<file path="src/rtl/mem_port_arbiter_if.sv">
// mem_port_arbiter_if: requester handshakes and memory-side signals of mem_port_arbiter
interface mem_port_arbiter_if #(
    parameter int DATA_W = 32,
    parameter int ADDR_W = 32
);
    logic              req0_valid;
    logic              req0_write;
    logic [ADDR_W-1:0] req0_addr;
    logic [DATA_W-1:0] req0_wdata;
    logic              req0_ready;
    logic              resp0_valid;
    logic [DATA_W-1:0] resp0_rdata;
    logic              req1_valid;
    logic              req1_write;
    logic [ADDR_W-1:0] req1_addr;
    logic [DATA_W-1:0] req1_wdata;
    logic              req1_ready;
    logic              resp1_valid;
    logic [DATA_W-1:0] resp1_rdata;
    logic              resp_err;
    logic [ADDR_W-1:0] mem_address;
    logic [DATA_W-1:0] mem_data_write;
    logic              mem_write_enable;
    logic              mem_read_enable;
    logic [DATA_W-1:0] mem_data_read;

    modport slave (
        input  req0_valid, req0_write, req0_addr, req0_wdata,
        input  req1_valid, req1_write, req1_addr, req1_wdata,
        input  mem_data_read,
        output req0_ready, resp0_valid, resp0_rdata,
        output req1_ready, resp1_valid, resp1_rdata,
        output resp_err, mem_address, mem_data_write, mem_write_enable, mem_read_enable
    );

    modport master (
        output req0_valid, req0_write, req0_addr, req0_wdata,
        output req1_valid, req1_write, req1_addr, req1_wdata,
        output mem_data_read,
        input  req0_ready, resp0_valid, resp0_rdata,
        input  req1_ready, resp1_valid, resp1_rdata,
        input  resp_err, mem_address, mem_data_write, mem_write_enable, mem_read_enable
    );
endinterface

</file>
<file path="src/rtl/mem_port_arbiter.sv">
// mem_port_arbiter: round-robin sharing of a single-port memory between two requesters.
// Optional out-of-range check enabled by defining MEMPORT_ARB_BOUNDS_CHECK_EN.
module mem_port_arbiter #(
    parameter int DATA_W = 32,
    parameter int ADDR_W = 32,
    parameter int DEPTH  = 256
) (
    input logic               clk,
    input logic               rst_n,
    mem_port_arbiter_if.slave bus
);
`ifdef MEMPORT_ARB_BOUNDS_CHECK_EN
    localparam bit CHECK = 1'b1;
`else
    localparam bit CHECK = 1'b0;
`endif

    typedef enum logic [1:0] {IDLE, ACCESS, RESP} state_t;

    state_t            state, state_next;
    logic              last_grant;
    logic              accept;
    logic              grant;
    logic [ADDR_W-1:0] sel_addr;
    logic              req_port;
    logic              req_write;
    logic              req_err;
    logic [ADDR_W-1:0] req_addr;
    logic [DATA_W-1:0] req_wdata;
    logic [DATA_W-1:0] rdata0, rdata1;

    // arbitration: port 1 wins when alone or when port 0 held the last grant
    always_comb begin
        accept   = (state != ACCESS) && (bus.req0_valid || bus.req1_valid);
        grant    = bus.req1_valid && (!bus.req0_valid || !last_grant);
        sel_addr = grant ? bus.req1_addr : bus.req0_addr;
    end

    // state register
    always_ff @(posedge clk or negedge rst_n) begin
        if (!rst_n) state <= IDLE;
        else        state <= state_next;
    end

    // next state: a single access cycle, then a response cycle that may accept again
    always_comb begin
        state_next = (state == ACCESS) ? RESP : (accept ? ACCESS : IDLE);
    end

    // request register and round-robin history, loaded only on acceptance
    always_ff @(posedge clk or negedge rst_n) begin
        if (!rst_n) begin
            last_grant <= 1'b1;
            req_port   <= 1'b0;
            req_write  <= 1'b0;
            req_err    <= 1'b0;
            req_addr   <= '0;
            req_wdata  <= '0;
        end else if (accept) begin
            last_grant <= grant;
            req_port   <= grant;
            req_write  <= grant ? bus.req1_write : bus.req0_write;
            req_err    <= CHECK && (sel_addr >= ADDR_W'(DEPTH));
            req_addr   <= sel_addr;
            req_wdata  <= grant ? bus.req1_wdata : bus.req0_wdata;
        end
    end

    // read data capture at the end of a read access; writes leave rdata untouched
    always_ff @(posedge clk or negedge rst_n) begin
        if (!rst_n) begin
            rdata0 <= '0;
            rdata1 <= '0;
        end else if (state == ACCESS && !req_write) begin
            if (req_port) rdata1 <= req_err ? '0 : bus.mem_data_read;
            else          rdata0 <= req_err ? '0 : bus.mem_data_read;
        end
    end

    // outputs: enables decoded from registered state only, so they cannot glitch
    always_comb begin
        bus.req0_ready       = accept && !grant;
        bus.req1_ready       = accept && grant;
        bus.mem_write_enable = (state == ACCESS) && req_write && !req_err;
        bus.mem_read_enable  = (state == ACCESS) && !req_write && !req_err;
        bus.resp0_valid      = (state == RESP) && !req_port;
        bus.resp1_valid      = (state == RESP) && req_port;
        bus.resp_err         = (state == RESP) && req_err;
        bus.mem_address      = req_addr;
        bus.mem_data_write   = req_wdata;
        bus.resp0_rdata      = rdata0;
        bus.resp1_rdata      = rdata1;
    end
endmodule

</file>
<file path="src/flat_wrapper.sv">
// flat-port wrapper written by rule: the top's interface ports become plain ports
module mem_port_arbiter_flat 
#(
    parameter int DATA_W = 32,
    parameter int ADDR_W = 32,
    parameter int DEPTH  = 256
)
  (clk, rst_n, bus_req0_valid, bus_req0_write, bus_req0_addr, bus_req0_wdata, bus_req1_valid, bus_req1_write, bus_req1_addr, bus_req1_wdata, bus_mem_data_read, bus_req0_ready, bus_resp0_valid, bus_resp0_rdata, bus_req1_ready, bus_resp1_valid, bus_resp1_rdata, bus_resp_err, bus_mem_address, bus_mem_data_write, bus_mem_write_enable, bus_mem_read_enable);
  mem_port_arbiter_if #(.DATA_W(DATA_W), .ADDR_W(ADDR_W)) bus_i ();
  input logic clk;
  input logic rst_n;
  input wire logic [$bits(bus_i.req0_valid)-1:0] bus_req0_valid;
  input wire logic [$bits(bus_i.req0_write)-1:0] bus_req0_write;
  input wire logic [$bits(bus_i.req0_addr)-1:0] bus_req0_addr;
  input wire logic [$bits(bus_i.req0_wdata)-1:0] bus_req0_wdata;
  input wire logic [$bits(bus_i.req1_valid)-1:0] bus_req1_valid;
  input wire logic [$bits(bus_i.req1_write)-1:0] bus_req1_write;
  input wire logic [$bits(bus_i.req1_addr)-1:0] bus_req1_addr;
  input wire logic [$bits(bus_i.req1_wdata)-1:0] bus_req1_wdata;
  input wire logic [$bits(bus_i.mem_data_read)-1:0] bus_mem_data_read;
  output wire logic [$bits(bus_i.req0_ready)-1:0] bus_req0_ready;
  output wire logic [$bits(bus_i.resp0_valid)-1:0] bus_resp0_valid;
  output wire logic [$bits(bus_i.resp0_rdata)-1:0] bus_resp0_rdata;
  output wire logic [$bits(bus_i.req1_ready)-1:0] bus_req1_ready;
  output wire logic [$bits(bus_i.resp1_valid)-1:0] bus_resp1_valid;
  output wire logic [$bits(bus_i.resp1_rdata)-1:0] bus_resp1_rdata;
  output wire logic [$bits(bus_i.resp_err)-1:0] bus_resp_err;
  output wire logic [$bits(bus_i.mem_address)-1:0] bus_mem_address;
  output wire logic [$bits(bus_i.mem_data_write)-1:0] bus_mem_data_write;
  output wire logic [$bits(bus_i.mem_write_enable)-1:0] bus_mem_write_enable;
  output wire logic [$bits(bus_i.mem_read_enable)-1:0] bus_mem_read_enable;
  assign bus_i.req0_valid = bus_req0_valid;
  assign bus_i.req0_write = bus_req0_write;
  assign bus_i.req0_addr = bus_req0_addr;
  assign bus_i.req0_wdata = bus_req0_wdata;
  assign bus_i.req1_valid = bus_req1_valid;
  assign bus_i.req1_write = bus_req1_write;
  assign bus_i.req1_addr = bus_req1_addr;
  assign bus_i.req1_wdata = bus_req1_wdata;
  assign bus_i.mem_data_read = bus_mem_data_read;
  assign bus_req0_ready = bus_i.req0_ready;
  assign bus_resp0_valid = bus_i.resp0_valid;
  assign bus_resp0_rdata = bus_i.resp0_rdata;
  assign bus_req1_ready = bus_i.req1_ready;
  assign bus_resp1_valid = bus_i.resp1_valid;
  assign bus_resp1_rdata = bus_i.resp1_rdata;
  assign bus_resp_err = bus_i.resp_err;
  assign bus_mem_address = bus_i.mem_address;
  assign bus_mem_data_write = bus_i.mem_data_write;
  assign bus_mem_write_enable = bus_i.mem_write_enable;
  assign bus_mem_read_enable = bus_i.mem_read_enable;
  mem_port_arbiter #(.DATA_W(DATA_W), .ADDR_W(ADDR_W), .DEPTH(DEPTH)) u_core (.clk(clk), .rst_n(rst_n), .bus(bus_i));
endmodule
</file>
<file path="config.mk">
export PLATFORM = sky130hd
export DESIGN_NAME = mem_port_arbiter_flat
export DESIGN_NICKNAME = d
export VERILOG_FILES = /design/src/rtl/mem_port_arbiter_if.sv /design/src/rtl/mem_port_arbiter.sv /design/src/flat_wrapper.sv
export SDC_FILE = /design/constraint.sdc
export NUM_CORES = 1
export LEC_CHECK = 0
export ABC_AREA = 1
export BUFFER_PORTS_ARGS = -buffer_cell sky130_fd_sc_hd__buf_4
export CORE_ASPECT_RATIO = 1.25
export CORE_MARGIN = 4
export CORE_UTILIZATION = 50
export CTS_CLUSTER_SIZE = 25
export DETAILED_ROUTE_END_ITERATION = 12
export GPL_TIMING_DRIVEN = 1
export PLACE_DENSITY = 0.88
export SLEW_MARGIN = 20
export SYNTH_ARGS = -nofsm -noshare
export SYNTH_HDL_FRONTEND = slang
export SYNTH_SLANG_ARGS = --single-unit
</file>
<file path="constraint.sdc">
create_clock -name clk -period 2.6 [get_ports clk]
set_clock_uncertainty 0.1 [all_clocks]
set_input_delay 0.52 -clock clk [delete_from_list [all_inputs] [get_ports clk]]
set_output_delay 0.52 -clock clk [all_outputs]
set_load 0.02 [all_outputs]
</file>
==> results of run 1 <==
==> power breakdown <==
part / switching [mW] / total (mW) / internal (mW)
Clock: 0.897 / 2.38 / 1.49
Combinational: 3.34 / 5.37 / 2.03
Sequential: 0.599 / 3.68 / 3.08
==> synthesized netlist by cell type <==
master    count  area share
nand2_1     459        0.28
dfrtp_1     132        0.55
nand3_1     129        0.11
buf_2        33       0.027
clkbuf_1     16      0.0099
buf_4         5      0.0062
inv_2         5      0.0031
nor2_1        4      0.0025
buf_1         2      0.0012
nor2_2        2      0.0021
nor3_1        2      0.0017
conb_1        1     0.00062
dfstp_2       1      0.0043
inv_1         1     0.00062
nand2_2       1      0.0010
o21ai_1       1     0.00083
o21ai_2       1      0.0014
==> worst max-delay path, delay by kind of cell <==
kind / cells / cell delay, ns
buffers and inverters: 3 / 0.60
AND/OR/NAND/NOR: 2 / 0.49
==> metal layers <==
metal | vias up | share of wire
met4 | 0 | 0.031
met5 | - | 0
li1 | 3045 | -
met1 | 2863 | 0.37
met3 | 36 | 0.093
met2 | 307 | 0.51
==> flip-flops by register name, indices dropped and copies added, names as in the netlist <==
register                   cells
u_core.state                   2
u_core.bus.mem_data_write     32
u_core.bus.resp0_rdata        32
u_core.req_port                1
u_core.last_grant              1
u_core.req_write               1
u_core.bus.mem_address        32
u_core.bus.resp1_rdata        32
==> cells by family after synthesis <==
kind of cell,Yosys count,share of synthesized area
compound gates,2,0.00227
other cells,1,0.000620
buf+inv,62,0.0484
simple gates,597,0.399
flops,133,0.550
==> worst min-delay path by stage <==
stage | endpoint | slack, ns | cells after the start
after floorplan | u_core.bus.mem_address[0] | 0.12 | 0
after global routing | u_core.bus.resp1_rdata[0] | 0.24 | 3
final | u_core.bus.resp0_rdata[19] | 0.25 | 3
after CTS | u_core.bus.resp0_rdata[19] | 0.24 | 3
after global placement | u_core.bus.mem_data_write[2] | 0.35 | 1
after detailed placement | u_core.bus.mem_address[31] | 0.35 | 1
==> final cells by class <==
type | instances | area [µm²] | share of cell area
clock buffer | 20 | 467 | 0.0519
clock inverter | 11 | 125 | 0.0139
inverter | 6 | 22.5 | 0.00251
multi-input combinational | 600 | 2450 | 0.273
sequential | 133 | 3330 | 0.370
tap | 161 | 201 | 0.0224
timing repair buffer | 316 | 2390 | 0.266
==> cells in the final DEF, fill, tap and decap left out <==
master	n
clkinv_4	2
dfrtp_1	132
clkbuf_16	17
conb_1	1
o21ai_1	1
dfstp_2	1
clkinv_2	3
buf_6	1
inv_1	1
nand2_1	457
buf_4	313
buf_12	1
clkinvlp_4	2
dlygate4sd3_1	1
nor3_1	2
nand2_2	3
bufinv_16	2
nand3_1	129
nor2_1	4
o21ai_4	1
inv_2	5
nor2_4	2
clkbuf_8	3
inv_6	2
==> metrics by stage <==
stage               hold WS [ns]  worst slack [ns]
detailed placement         0.353             0.361
global placement           0.352             0.376
global route               0.240             0.264
finish                     0.252             0.360
floorplan                  0.124             0.688
CTS                        0.235             0.361
==> what timing repair did <==
item | CTS | global route
hold buffers | 1 | 0
buffers inserted | 0 | 0
hold endpoints to repair | 36 | 0
setup endpoints to repair | 0 | 0
==> results_dict.tcl, run 1 <==
set metrics [dict create \
    gp_congestion 0.843 \
    final_nets 1240 \
    grtUsageMet1 0.341 \
    worst_path_max_delay_cell "buf_4" \
    cap_violations 0 \
    grtUsageMet2 0.466 \
    timing.rr.start "u_core.state[0]" \
    ir_drop_mv 0.575 \
    h-tree-depth 4 \
    leakage_nw 5.20 \
    drc 0 \
    gr-total-overflow 0 \
    crit_path_start "bus_req1_valid" \
    place_inst 1215 \
    status "complete, no violations" \
    crit_path_frequent_cell "buf_4" \
    ys_seq_elements 133 \
    drt-initial-drc-count 415 \
    antenna_cells 0 \
    ys_warn_count 0 \
    period_share 0.862 \
    post-dp-hpwl_um 14200 \
    cts_root_buffer "clkbuf_16" \
    drive_gt1_frac 0.330 \
    tns_ns 0 \
    ios 301 \
    instances_no_fill 1247 \
    clock.fmax_mhz 446 \
    vias 6251 \
    crit_path_end_kind "output pin" \
    grt_pass1_vias 5883 \
    rsz0062_at_grt "false" \
    fill_cells 862 \
    worstPathCellList "buf_4 -> buf_4 -> nand2_2 -> nor2_1 -> buf_4" \
    power_mw 11.4 \
    hold_class "in2reg" \
    start_util 0.516 \
    critical_path.endpoint "bus_req1_ready" \
    grt_pass1_wl_um 30400 \
    synthCells 795 \
    setup_viol 0 \
    holdCritStartpoint "bus_mem_data_read[19]" \
    use_met3 0.0791 \
    die-height_um 131 \
    worstRegToRegCells 6 \
    syn_area_um2 6050 \
    busiest_layer "met2" \
    r2r-end "u_core.bus.mem_address[27]" \
    worstMarginPinSlew_ns 0.686 \
    cp_data_arrival_time_ns 1.62 \
    hold_viol_final 0 \
    final_antenna_net_count 0 \
    clock_latency_ns 0.41 \
    max-clock-path-buffers 2 \
    slew_viol_final 0 \
    netlist-cell-type-count 17 \
    coreArea_um2 11700 \
    chipWidth_um 106 \
    antenna_found_initial 0 \
    synthToLayoutAreaGrowth_pct 48.5 \
    portBuffers 299 \
    cts_tree "yes" \
    r2r_slack_ns 0.55 \
    clock-sinks 133 \
    syn-mean-instance-area_um2 7.61 \
    num_rows 44 \
    relSlewSlack 0.542 \
    synth_nets 961 \
    design_area_um2 8990 \
    first_pass_iters 4 \
    wirelength_um 19800 \
    grt_start_max_net_pins 70 \
    critPathLaunchType "input pin" \
    globalRouteTotalUtil 0.279 \
    viasPerCell 5.01 \
    min_period_ns 2.24 \
    ys_seq_area_frac 0.550 \
    path_class "in2out" \
    critPathMaxFanout 27 \
    wire_per_inst_um 15.9 \
    dieArea_um2 13900 \
    power_per_cell_area_nw_per_um2 1270 \
    clk_pin_slew_ns 0.06 \
    crit_path_max_incr_delay_ns 0.30 \
    postCtsResizedCells 0 \
    cp.required_ns 1.98 \
    utilization 0.767 \
    cts_buffers 17 \
    dpl_cell_area_um2 8390 \
]
Note: power is estimated with default switching activity, not from simulation.
==> inputs of run 2 (changes only) <==
CTS_BUF_LIST = sky130_fd_sc_hd__clkbuf_16   (was not set)
GPL_ROUTABILITY_DRIVEN = 0   (was not set)
GPL_TIMING_DRIVEN = 0   (was 1)
==> results_dict.tcl, run 2 (synthesis results as in run 1) <==
set metrics [dict create \
    grt_start_max_net_pins 88 \
    final_antenna_net_count 0 \
    postCtsSetupRepairBufs 0 \
    worstMarginPinSlew_ns 0.546 \
    leakage_nw 5.26 \
    hold_class "in2reg" \
    first_pass_iters 5 \
    worst_path_max_delay_cell "dfstp_2" \
    viasPerCell 5.05 \
    chipWidth_um 106 \
    critPathMaxFanout 10 \
    drc 0 \
    start_util 0.516 \
    dieArea_um2 13900 \
    crit_path_end_kind "output pin" \
    antenna_cells 0 \
    setup_viol 0 \
    post-dp-hpwl_um 15900 \
    clk_pin_slew_ns 0.06 \
    coreArea_um2 11700 \
    dpl_cell_area_um2 8530 \
    portBuffers 299 \
    crit_path_max_incr_delay_ns 0.54 \
    max-clock-path-buffers 2 \
    slew_viol_final 0 \
    grt_pass1_wl_um 32600 \
    drt-initial-drc-count 396 \
    cp_data_arrival_time_ns 1.87 \
    cts_tree "yes" \
    final_nets 1281 \
    design_area_um2 9100 \
    die-height_um 131 \
    h-tree-depth 4 \
    globalRouteTotalUtil 0.299 \
    status "complete, no violations" \
    worstPathCellList "nand2_1 -> nand2_1 -> buf_4 -> buf_4 -> inv_2 -> nor2_1 -> buf_4" \
    clock.fmax_mhz 401 \
    crit_path_frequent_cell "buf_4" \
    ios 301 \
    cts_root_buffer "clkbuf_16" \
    period_share 0.959 \
    cap_violations 0 \
    gr-total-overflow 0 \
    relSlewSlack 0.636 \
    drive_gt1_frac 0.336 \
    ir_drop_mv 0.587 \
    clock_latency_ns 0.41 \
    vias 6514 \
    final_cell_mix "459 x nand2_1, 303 x buf_4, 132 x dfrtp_1" \
    mostFrequentLayoutCell "nand2_1" \
    wire_per_inst_um 15.9 \
    cts_buffers 17 \
    hold_viol_final 0 \
    rsz0062_at_grt "false" \
    grt_pass1_vias 6617 \
    synthToLayoutAreaGrowth_pct 50.4 \
    path_class "reg2out" \
    tns_ns 0 \
    power_per_cell_area_nw_per_um2 1260 \
    critPathLaunchType "register" \
    min_period_ns 2.49 \
    num_rows 44 \
    cp.required_ns 1.98 \
    antenna_found_initial 0 \
    wirelength_um 20600 \
    clock-sinks 133 \
]
==> run 2: changes by cell type in the layout (fill, tap and decap cells not counted), sizes merged <==
cell | before | now
clkinv | 5 | 4
clkinvlp | 2 | 7
inv | 8 | 9
clkbuf | 20 | 33
bufinv | 2 | 1
buf | 315 | 340
==> run 2: worst paths after layout <==
check                      slack (ns)                       endpoint                        from  depth (start not counted)
setup / recovery                 0.11                 bus_req0_ready           u_core.last_grant                          7
hold / removal                   0.25     u_core.bus.resp0_rdata[15]       bus_mem_data_read[15]                          3
min in group asynchronous        0.48     u_core.bus.resp0_rdata[25]                       rst_n                          2
hold reg to reg                  0.37     u_core.bus.resp1_rdata[19]  u_core.bus.resp1_rdata[19]                          2
max in group asynchronous        1.18              u_core.last_grant                       rst_n                          3
setup reg to reg                 0.98  u_core.bus.mem_data_write[14]           u_core.last_grant                          8
==> run 2: through the flow <==
stage	setup slack (ns)	hold WS (ns)	power [mW]	std cells	util
finish	0.107	0.248	11.4	1289	0.776
global route	0.0339	0.247	12.1	1289	0.776
CTS	0.115	0.242	11.5	1289	0.776
detailed placement	0.473	0.333	9.20	1256	0.728
global placement	0.453	0.354	9.06	1255	0.725
floorplan	0.688	0.124	6.58	795	-
==> run 2: area by class of cell <==
cell class	instances	area, µm²
plain buffers	56	270
clock inverters	15	131
clock buffers	17	425
well taps	161	201
repair buffers	301	2290
multi-input cells	600	2430
fillers	877	2630
inverters	6	22.5
flip-flops and latches	133	3330
==> run 2: routing by layer <==
metal	global-route usage	routed length [µm]	up-vias	share of wire
li1	-	-	3129	-
met1	0.339	7460	3011	0.36
met2	0.523	10600	330	0.52
met3	0.0948	1820	44	0.089
met4	0.127	648	0	0.032
met5	0	0	-	0
==> run 2: worst max-delay path: cells and delay by family, from the launching register on <==
| family | cells | cell delay [ns] |
|---|---|---|
| buffers and inverters | 4 | 0.58 |
| flip-flops | 1 | 0.54 |
| AND/OR/NAND/NOR | 3 | 0.33 |
==> run 2: what timing repair did <==
action | in CTS | in global routing
hold endpoints to repair | 46 | 0
hold buffers | 1 | 0
endpoints found under the setup margin | 0 | 0
gates resized for setup | 0 | 0
==> run 2: report_power, final <==
group / total, mW / leakage [nW] / switching, mW / internal [mW]
Clock: 2.25 / 0.252 / 0.932 / 1.31
Combinational: 5.50 / 3.37 / 3.41 / 2.09
Sequential: 3.70 / 1.64 / 0.621 / 3.08
==> inputs of run 3 (changes only) <==
CORE_UTILIZATION = 45   (was 50)
PLACE_DENSITY = 0.81   (was 0.88)
==> results_dict.tcl, run 3 (synthesis results as in run 1) <==
set metrics [dict create \
    num_rows 47 \
    setup_viol 0 \
    coreArea_um2 13200 \
    chipWidth_um 112 \
    viasPerCell 4.98 \
    tns_ns 0 \
    grt_pass1_wl_um 31900 \
    vias 6462 \
    hold_slack_ns 0.256 \
    hold_viol_final 0 \
    portBuffers 299 \
    slew_viol_final 0 \
    dieArea_um2 15400 \
    postCtsResizedCells 0 \
    max-clock-path-buffers 2 \
    clk_pin_slew_ns 0.06 \
    start_util 0.457 \
    clock-sinks 133 \
    worstRegToRegCells 7 \
    synthToLayoutAreaGrowth_pct 51.9 \
    power_per_cell_area_nw_per_um2 1280 \
    timing.rr.start "u_core.last_grant" \
    relSlewSlack 0.645 \
    ios 301 \
    h-tree-depth 4 \
    crit_path_end_kind "output pin" \
    clock_latency_ns 0.40 \
    gr-total-overflow 0 \
    fin_ws_ns 0.151 \
    critPathMaxFanout 10 \
    drt-initial-drc-count 451 \
    grt_pass1_vias 6316 \
    rsz0062_at_grt "false" \
    antenna_cells 0 \
    power_mw 11.8 \
    hold_class "in2reg" \
    drive_gt1_frac 0.335 \
    cts_tree "yes" \
    utilization 0.695 \
    cp_data_arrival_time_ns 1.83 \
    post-dp-hpwl_um 15700 \
    final_cell_mix "459 x nand2_1, 303 x buf_4, 132 x dfrtp_1" \
    final_nets 1281 \
    die-height_um 138 \
    crit_path_start "u_core.last_grant" \
    min_period_ns 2.45 \
    ir_drop_mv 0.587 \
    antenna_found_initial 0 \
    multi_input_area_um2 2430 \
    globalRouteTotalUtil 0.260 \
    critPathLaunchType "register" \
    cts_root_buffer "clkbuf_16" \
    r2r-end "u_core.bus.mem_data_write[0]" \
    critical_path.endpoint "bus_req0_ready" \
    wire_per_inst_um 15.8 \
    grt_start_max_net_pins 83 \
    place_ws_ns 0.467 \
    drc 0 \
    seq_area_um2 3330 \
    mostFrequentLayoutCell "nand2_1" \
    r2r_slack_ns 0.99 \
    cap_violations 0 \
    period_share 0.942 \
    worstMarginPinSlew_ns 0.532 \
    cp.required_ns 1.98 \
    clock.fmax_mhz 408 \
    wirelength_um 20500 \
    cts_buffers 17 \
    final_antenna_net_count 0 \
    fill_cells 1146 \
    leakage_nw 5.32 \
    status "complete, no violations" \
    first_pass_iters 5 \
    holdCritStartpoint "bus_mem_data_read[23]" \
    path_class "reg2out" \
]
-- run 3: cell types whose count changed in the layout (fill, tap and decap cells not counted), sizes merged --
cell      delta
clkinvlp     -5
clkinv       +1
inv          -1
bufinv       +4
-- run 3: metrics by stage --
step | std cells | cell area, µm²
global placement | 1265 | 8510
CTS | 1298 | 9190
detailed placement | 1266 | 8550
finish | 1298 | 9190
global route | 1298 | 9190
floorplan | 795 | 6050
-- run 3: worst min path at each step --
stage	to	slack, ns	depth (start not counted)
global placement	u_core.bus.resp0_rdata[19]	0.35	2
floorplan	u_core.bus.mem_address[0]	0.12	0
finish	u_core.bus.resp1_rdata[23]	0.26	3
global route	u_core.bus.resp1_rdata[26]	0.25	3
CTS	u_core.bus.resp1_rdata[23]	0.24	3
detailed placement	u_core.bus.resp0_rdata[27]	0.35	1
-- run 3: cell type report --
class                      count  share of cell area
tap                          171              0.0233
multi-input combinational    600               0.264
buffer                        56              0.0294
clock buffer                  17              0.0463
clock inverter                14              0.0227
sequential                   133               0.362
timing repair buffer         301               0.249
inverter                       6             0.00245
-- run 3: timing repair --
action | in CTS | in global routing
hold endpoints to repair | 51 | 0
hold buffers | 1 | 0
setup buffers | 0 | 0
-- run 3: power breakdown --
| group | total, mW | internal [mW] | switching, mW |
|---|---|---|---|
| combinational | 5.48 | 2.09 | 3.39 |
| clock | 2.60 | 1.69 | 0.913 |
| sequential | 3.68 | 3.08 | 0.603 |
| total | 11.8 | 6.86 | 4.90 |
-- run 3: critical path: stages (launching register included) --
cell     delay, ns
dfstp_2       0.53
nand2_1       0.08
nand2_1       0.13
buf_4         0.20
buf_4         0.20
inv_2         0.04
nor2_1        0.09
buf_4         0.15
-- run 3: routing by layer --
metal  vias up  wire, µm  track usage
met5         -         0            0
met4         0       634        0.110
met3        47      1710       0.0795
met2       280     10400        0.452
met1      3014      7770        0.299
li1       3121         -            -
